===== config.mk =====
export PLATFORM = sky130hd
export DESIGN_NAME = theta_top
export DESIGN_NICKNAME = d
export VERILOG_FILES = /design/src/rtl/theta_pkg.sv /design/src/rtl/theta_counter.sv /design/src/rtl/theta_parity_ram.sv /design/src/rtl/theta_top.sv
export SDC_FILE = /design/constraint.sdc
export NUM_CORES = 1
export LEC_CHECK = 0
export CAP_MARGIN = 20
export CORE_ASPECT_RATIO = 2
export CORE_UTILIZATION = 25
export CTS_BUF_LIST = sky130_fd_sc_hd__clkbuf_4 sky130_fd_sc_hd__clkbuf_8
export CTS_CLUSTER_DIAMETER = 60
export DETAILED_ROUTE_END_ITERATION = 12
export GPL_TIMING_DRIVEN = 0
export PLACE_DENSITY = 0.49
export SYNTH_ARGS = -nofsm -noshare
export SYNTH_HDL_FRONTEND = slang
export SYNTH_SLANG_ARGS = --single-unit

===== constraint.sdc =====
create_clock -name clk -period 4.3 [get_ports clk]
set_clock_uncertainty 0.05 [all_clocks]
set_input_delay 0.43 -clock clk [delete_from_list [all_inputs] [get_ports clk]]
set_output_delay 0.43 -clock clk [all_outputs]
set_load 0.02 [all_outputs]

===== src/rtl/theta_pkg.sv =====
// theta_pkg: shared sizes, FSM encoding and slice bit indexing for the theta stage.
package theta_pkg;
  localparam int SLICE_W = 25;
  localparam int DEPTH = 64;
  localparam int CNT_W = $clog2(DEPTH);
  typedef enum logic [1:0] {IDLE, PARITY, APPLY, DONE} state_e;
  function automatic int bit_idx(input int x, input int y);
    return 5 * y + x;
  endfunction
endpackage


===== src/rtl/theta_counter.sv =====
// theta_counter: slice address counter with enable, sync clear and carry-out.
module theta_counter #(
  parameter int W = 6
) (
  input  logic         clk,
  input  logic         rst,
  input  logic         en,
  input  logic         clr,
  output logic [W-1:0] value,
  output logic         carry
);
  logic [W-1:0] cnt_q, cnt_d;
  always_comb begin
    cnt_d = clr ? '0 : en ? cnt_q + 1'b1 : cnt_q;
    carry = en & (&cnt_q);
  end
  always_ff @(posedge clk or negedge rst)
    if (!rst) cnt_q <= '0;
    else cnt_q <= cnt_d;
  assign value = cnt_q;
endmodule


===== src/rtl/theta_parity_ram.sv =====
// theta_parity_ram: per-slice 5-bit column parity store, one write port, reads at z and z-1.
module theta_parity_ram
  import theta_pkg::*;
(
  input  logic             clk,
  input  logic             rst,
  input  logic             we,
  input  logic [CNT_W-1:0] waddr,
  input  logic [4:0]       wdata,
  input  logic [CNT_W-1:0] raddr_a,
  input  logic [CNT_W-1:0] raddr_b,
  output logic [4:0]       rdata_a,
  output logic [4:0]       rdata_b
);
  logic [4:0] mem_q [DEPTH];
  logic [4:0] mem_d [DEPTH];
  always_comb begin
    mem_d = mem_q;
    if (we) mem_d[waddr] = wdata;
  end
  always_ff @(posedge clk or negedge rst)
    if (!rst) mem_q <= '{default: '0};
    else mem_q <= mem_d;
  assign rdata_a = mem_q[raddr_a];
  assign rdata_b = mem_q[raddr_b];
endmodule


===== src/rtl/theta_top.sv =====
// theta_top: two-pass theta step; pass 1 gathers column parities, pass 2 writes mixed slices back.
module theta_top
  import theta_pkg::*;
(
  input  logic               clk,
  input  logic               rst,
  input  logic               theta_en,
  input  logic [SLICE_W-1:0] line_in,
  output logic [CNT_W-1:0]   cnt_value,
  output logic               write_enable,
  output logic [SLICE_W-1:0] write_value,
  output logic               donee
);
  state_e state_q, state_d;
  logic cnt_en, carry;
  logic [CNT_W-1:0] cnt, cnt_m1;
  logic [4:0] par_w, c_z, c_zm1, mix_x;
  logic [SLICE_W-1:0] mix;
  assign cnt_en = (state_q == PARITY) || (state_q == APPLY);
  theta_counter #(.W(CNT_W)) u_cnt (
    .clk(clk), .rst(rst), .en(cnt_en), .clr(!cnt_en), .value(cnt), .carry(carry)
  );
  assign cnt_m1 = cnt - 1'b1;
  theta_parity_ram u_par (
    .clk(clk), .rst(rst), .we(state_q == PARITY), .waddr(cnt), .wdata(par_w),
    .raddr_a(cnt), .raddr_b(cnt_m1), .rdata_a(c_z), .rdata_b(c_zm1)
  );
  always_comb begin
    par_w = '0;
    mix_x = '0;
    mix = '0;
    for (int x = 0; x < 5; x++) begin
      for (int y = 0; y < 5; y++) par_w[x] = par_w[x] ^ line_in[bit_idx(x, y)];
      mix_x[x] = c_z[(x + 4) % 5] ^ c_zm1[(x + 1) % 5];
    end
    for (int x = 0; x < 5; x++)
      for (int y = 0; y < 5; y++) mix[bit_idx(x, y)] = mix_x[x];
  end
  always_comb begin
    state_d = state_q;
    unique case (state_q)
      IDLE:   if (theta_en) state_d = PARITY;
      PARITY: if (carry) state_d = APPLY;
      APPLY:  if (carry) state_d = DONE;
      DONE:   state_d = IDLE;
    endcase
  end
  always_ff @(posedge clk or negedge rst)
    if (!rst) state_q <= IDLE;
    else state_q <= state_d;
  assign cnt_value = cnt;
  assign write_enable = state_q == APPLY;
  assign write_value = write_enable ? line_in ^ mix : '0;
  assign donee = state_q == DONE;
endmodule


==> metrics.txt <==
outcome=complete, but fails checks; failing checks=negative setup slack; Hold Path Class=in2async; share of cells above drive strength 1=a little under a third; pwr/cell area=a little over 900 nW/µm²; Post-Syn Instances=roughly 1700; slack of the critical path=-0.811 ns; Crit Path Max Fanout=10; gr ovfl total=0; Area growth, synth to finish=28.7%; initial detailed-routing violation count=approximately 1200; Max Root-Sink Buffers=3; core area=75000 µm²; Critical Path RT=roughly 3.8 ns; Worst Setup SP=u_cnt.value[0]; setup violators final=50; reg2reg start=u_cnt.value[0]; LEAKAGE=roughly 11 nW; post-synth net total=between 1500 and 2000; placed cell area=about 21000 µm²; CTS root buffer=clkbuf_8; leading cell type in the layout, fill and taps excluded=dfrtp_1; startpoint types=flop; pre-CTS setup slack=-2.59 ns; mapped cell area=between 15000 and 20000 µm²; Vias/cell=about 5.4; row count=approximately 140; synthesized flop and latch total=around 330; Fin. Hold Viols=0; DR vias=16252; Die ar.=around 77000 µm²; drt pass-1 iters=5; final wirelength=~110000 µm; R2R Setup Slk=-0.17 ns; Worst setup EP type=output port; clock latency on the worst-skew pair=slightly below 0.7 ns; vias in the first global route=between 15000 and 20000; Worst Setup Path Type=reg2out; fin cells=3002; most used cell, CP=buf_6; sequential element share of the synthesized area=a little over two fifths; largest net degree at the start of global routing=between 100 and 150; # DRC=0; Initial Util=about 25%; Final Instance Area=24400 µm²; # fillers=7806; Least-Margin Pin Slew=1.23 ns; Port Buffers=60; family with the most delay on the worst path=buffers and inverters; first-pass GRT wire length=around 140000 µm; Peak VDD IR=between 600 and 700 µV; commonest cells after routing, fill and taps aside=dfrtp_1 (326), nand2_1 (226), mux2i_1 (190); Max-Cap Viols=0; YS warnings=0; Worst Path Buf+Inv=9; footprint of the multi-input gates=around 11000 µm²; gpl congestion=approximately 0.98; Max stage delay cell, worst path=mux2_4; CTS tree=done; post-DR wirelength/cell=35.3 µm; cts bufs inserted=between 40 and 50; Min Hold Slack=~0.35 ns; Seq. cell area=8210 µm²; CTS HTree Levels=2; Total GRT Usage=roughly 28%; Total Nets Final=a little under 2000; Clock Sink Count=~330; final slew viol count=0; Max Fclk=0.196 GHz; Synth cell types=73; Worst slew margin=~18%; Worst-path clk slew=0.08 ns; Arr. time, crit path=approximately 4.6 ns; fin crit share=119%; minimum clock period=between 5 and 6 ns; main flop type after synthesis=dfrtp_1; RSZ-0062 raised after global routing=yes; Ports=between 60 and 70; cell count of the worst reg-to-reg path=10; largest stage delay on the critical path=around 0.5 ns; Post-synth ARST share=100%; detailed placement HPWL=~76000 µm; Die W=~200 µm; CP cell instances=buf_8 > clkinvlp_4 > buf_12 > buf_8 > buf_12 > ha_4 > xor2_4 > nor2_4 > buf_6 > buf_6 > a22oi_2 > nand3_4 > nand4_1 > mux2_4 > buf_6 > xnor3_1 > and2_4 > buf_6; die height=between 300 and 400 µm; EDFF count, synth=0; initial antenna violation count=3; Mapped Avg Cell Area=approximately 11 µm²; placed cells=between 2000 and 3000; number of routed nets with antenna violations=0; Reg-to-Reg End=u_par.mem_q[182]
-- through the flow --
stage	TNS, ns	total power, mW	util [%]
2_1_floorplan	0	10.3	-
3_3_place_gp	-4012.69	15.0	27.7
3_5_place_dp	-58.84	15.2	28.0
4_1_cts	-11.64	21.8	32.2
5_1_grt	-17.61	23.0	32.5
6_report	-18.89	22.6	32.5
-- where the power goes --
group | internal (mW) | switching, mW | leakage [nW] | total (mW)
combinational | 7.24 | 8.85 | 6.52 | 16.1
sequential | 3.30 | 0.195 | 3.74 | 3.50
clock | 1.63 | 1.39 | 0.588 | 3.02
total | 12.2 | 10.4 | 10.9 | 22.6
-- registers in the layout (all words and copies together), names as in the netlist --
signal and cells:
u_par.mem_q 320, u_cnt.value 6, state_q 2
-- synth_stat cells (4+ instances only) --
master / number / area, µm²
mux2i_1: 205 / 2050
mux4_2: 32 / 721
nor2_1: 52 / 195
nand2b_1: 5 / 31.3
a21oi_1: 23 / 115
nand4_1: 10 / 62.6
and2_1: 32 / 200
xnor2_1: 22 / 193
nor2b_1: 12 / 75.1
o21ai_0: 189 / 946
xnor3_1: 25 / 563
a21boi_1: 5 / 37.5
mux2_2: 170 / 1910
buf_6: 7 / 78.8
a211oi_1: 4 / 30.0
clkbuf_1: 52 / 195
dfrtp_1: 328 / 8210
and3_1: 4 / 25.0
nand2_1: 229 / 860
a22oi_1: 95 / 713
buf_4: 8 / 60.1
xor2_1: 8 / 70.1
nand3_1: 46 / 230
ha_1: 6 / 75.1
buf_2: 51 / 255
inv_1: 4 / 15.0
a221oi_1: 18 / 158
mux2_1: 4 / 45.0
o21ai_1: 4 / 20.0
o22ai_1: 14 / 87.6
-- layer usage --
metal,global-route usage (%),wire (µm),share of wire [%]
met1,26.3,33300,31
met2,48.6,53100,50
met3,5.19,6150,5.8
met4,29.4,13300,13
met5,0,0,0
-- cell families after synthesis --
kind of cell | Yosys count | share of synthesized area (%)
muxes | 416 | 25.5
adders and majority gates | 6 | 0.396
DFF | 328 | 43.3
xor gates and xnor gates | 56 | 4.45
AOI/OAI and AO/OA | 388 | 13.0
and+or+nand+nor | 407 | 9.76
buffers and inverters | 129 | 3.52
-- worst max path at each step --
stage / end / slack, ns / depth (start not counted)
final: write_value[16] / -0.81 / 18
after global routing: write_value[16] / -0.83 / 19
after CTS: write_value[4] / -0.59 / 20
after detailed placement: write_value[16] / -2.59 / 17
after global placement: u_par.mem_q[117] / -11.99 / 1
after floorplan: write_value[12] / 0.21 / 14
-- cell type report --
| type | instances | share of cell area, % |
|---|---|---|
| diodes | 2 | 0.0205 |
| plain buffers | 120 | 4.75 |
| clock buffers | 73 | 3.84 |
| clock inverters | 13 | 0.678 |
| inverters | 6 | 0.159 |
| multi-input cells | 1273 | 43.4 |
| flip-flops and latches | 328 | 33.7 |
| well taps | 1008 | 5.18 |
| repair buffers | 179 | 8.30 |
-- timing repair --
item | 4_1_cts | 5_1_grt
pin swaps | 62 | 22
gates resized for setup | 422 | 30
endpoints found under the setup margin | 63 | 25
setup buffers | 89 | 17
hold buffers | 1 | 0
hold endpoints to repair | 104 | 0
cloned | 5 | 1
Note: power is estimated with default switching activity, not from simulation.
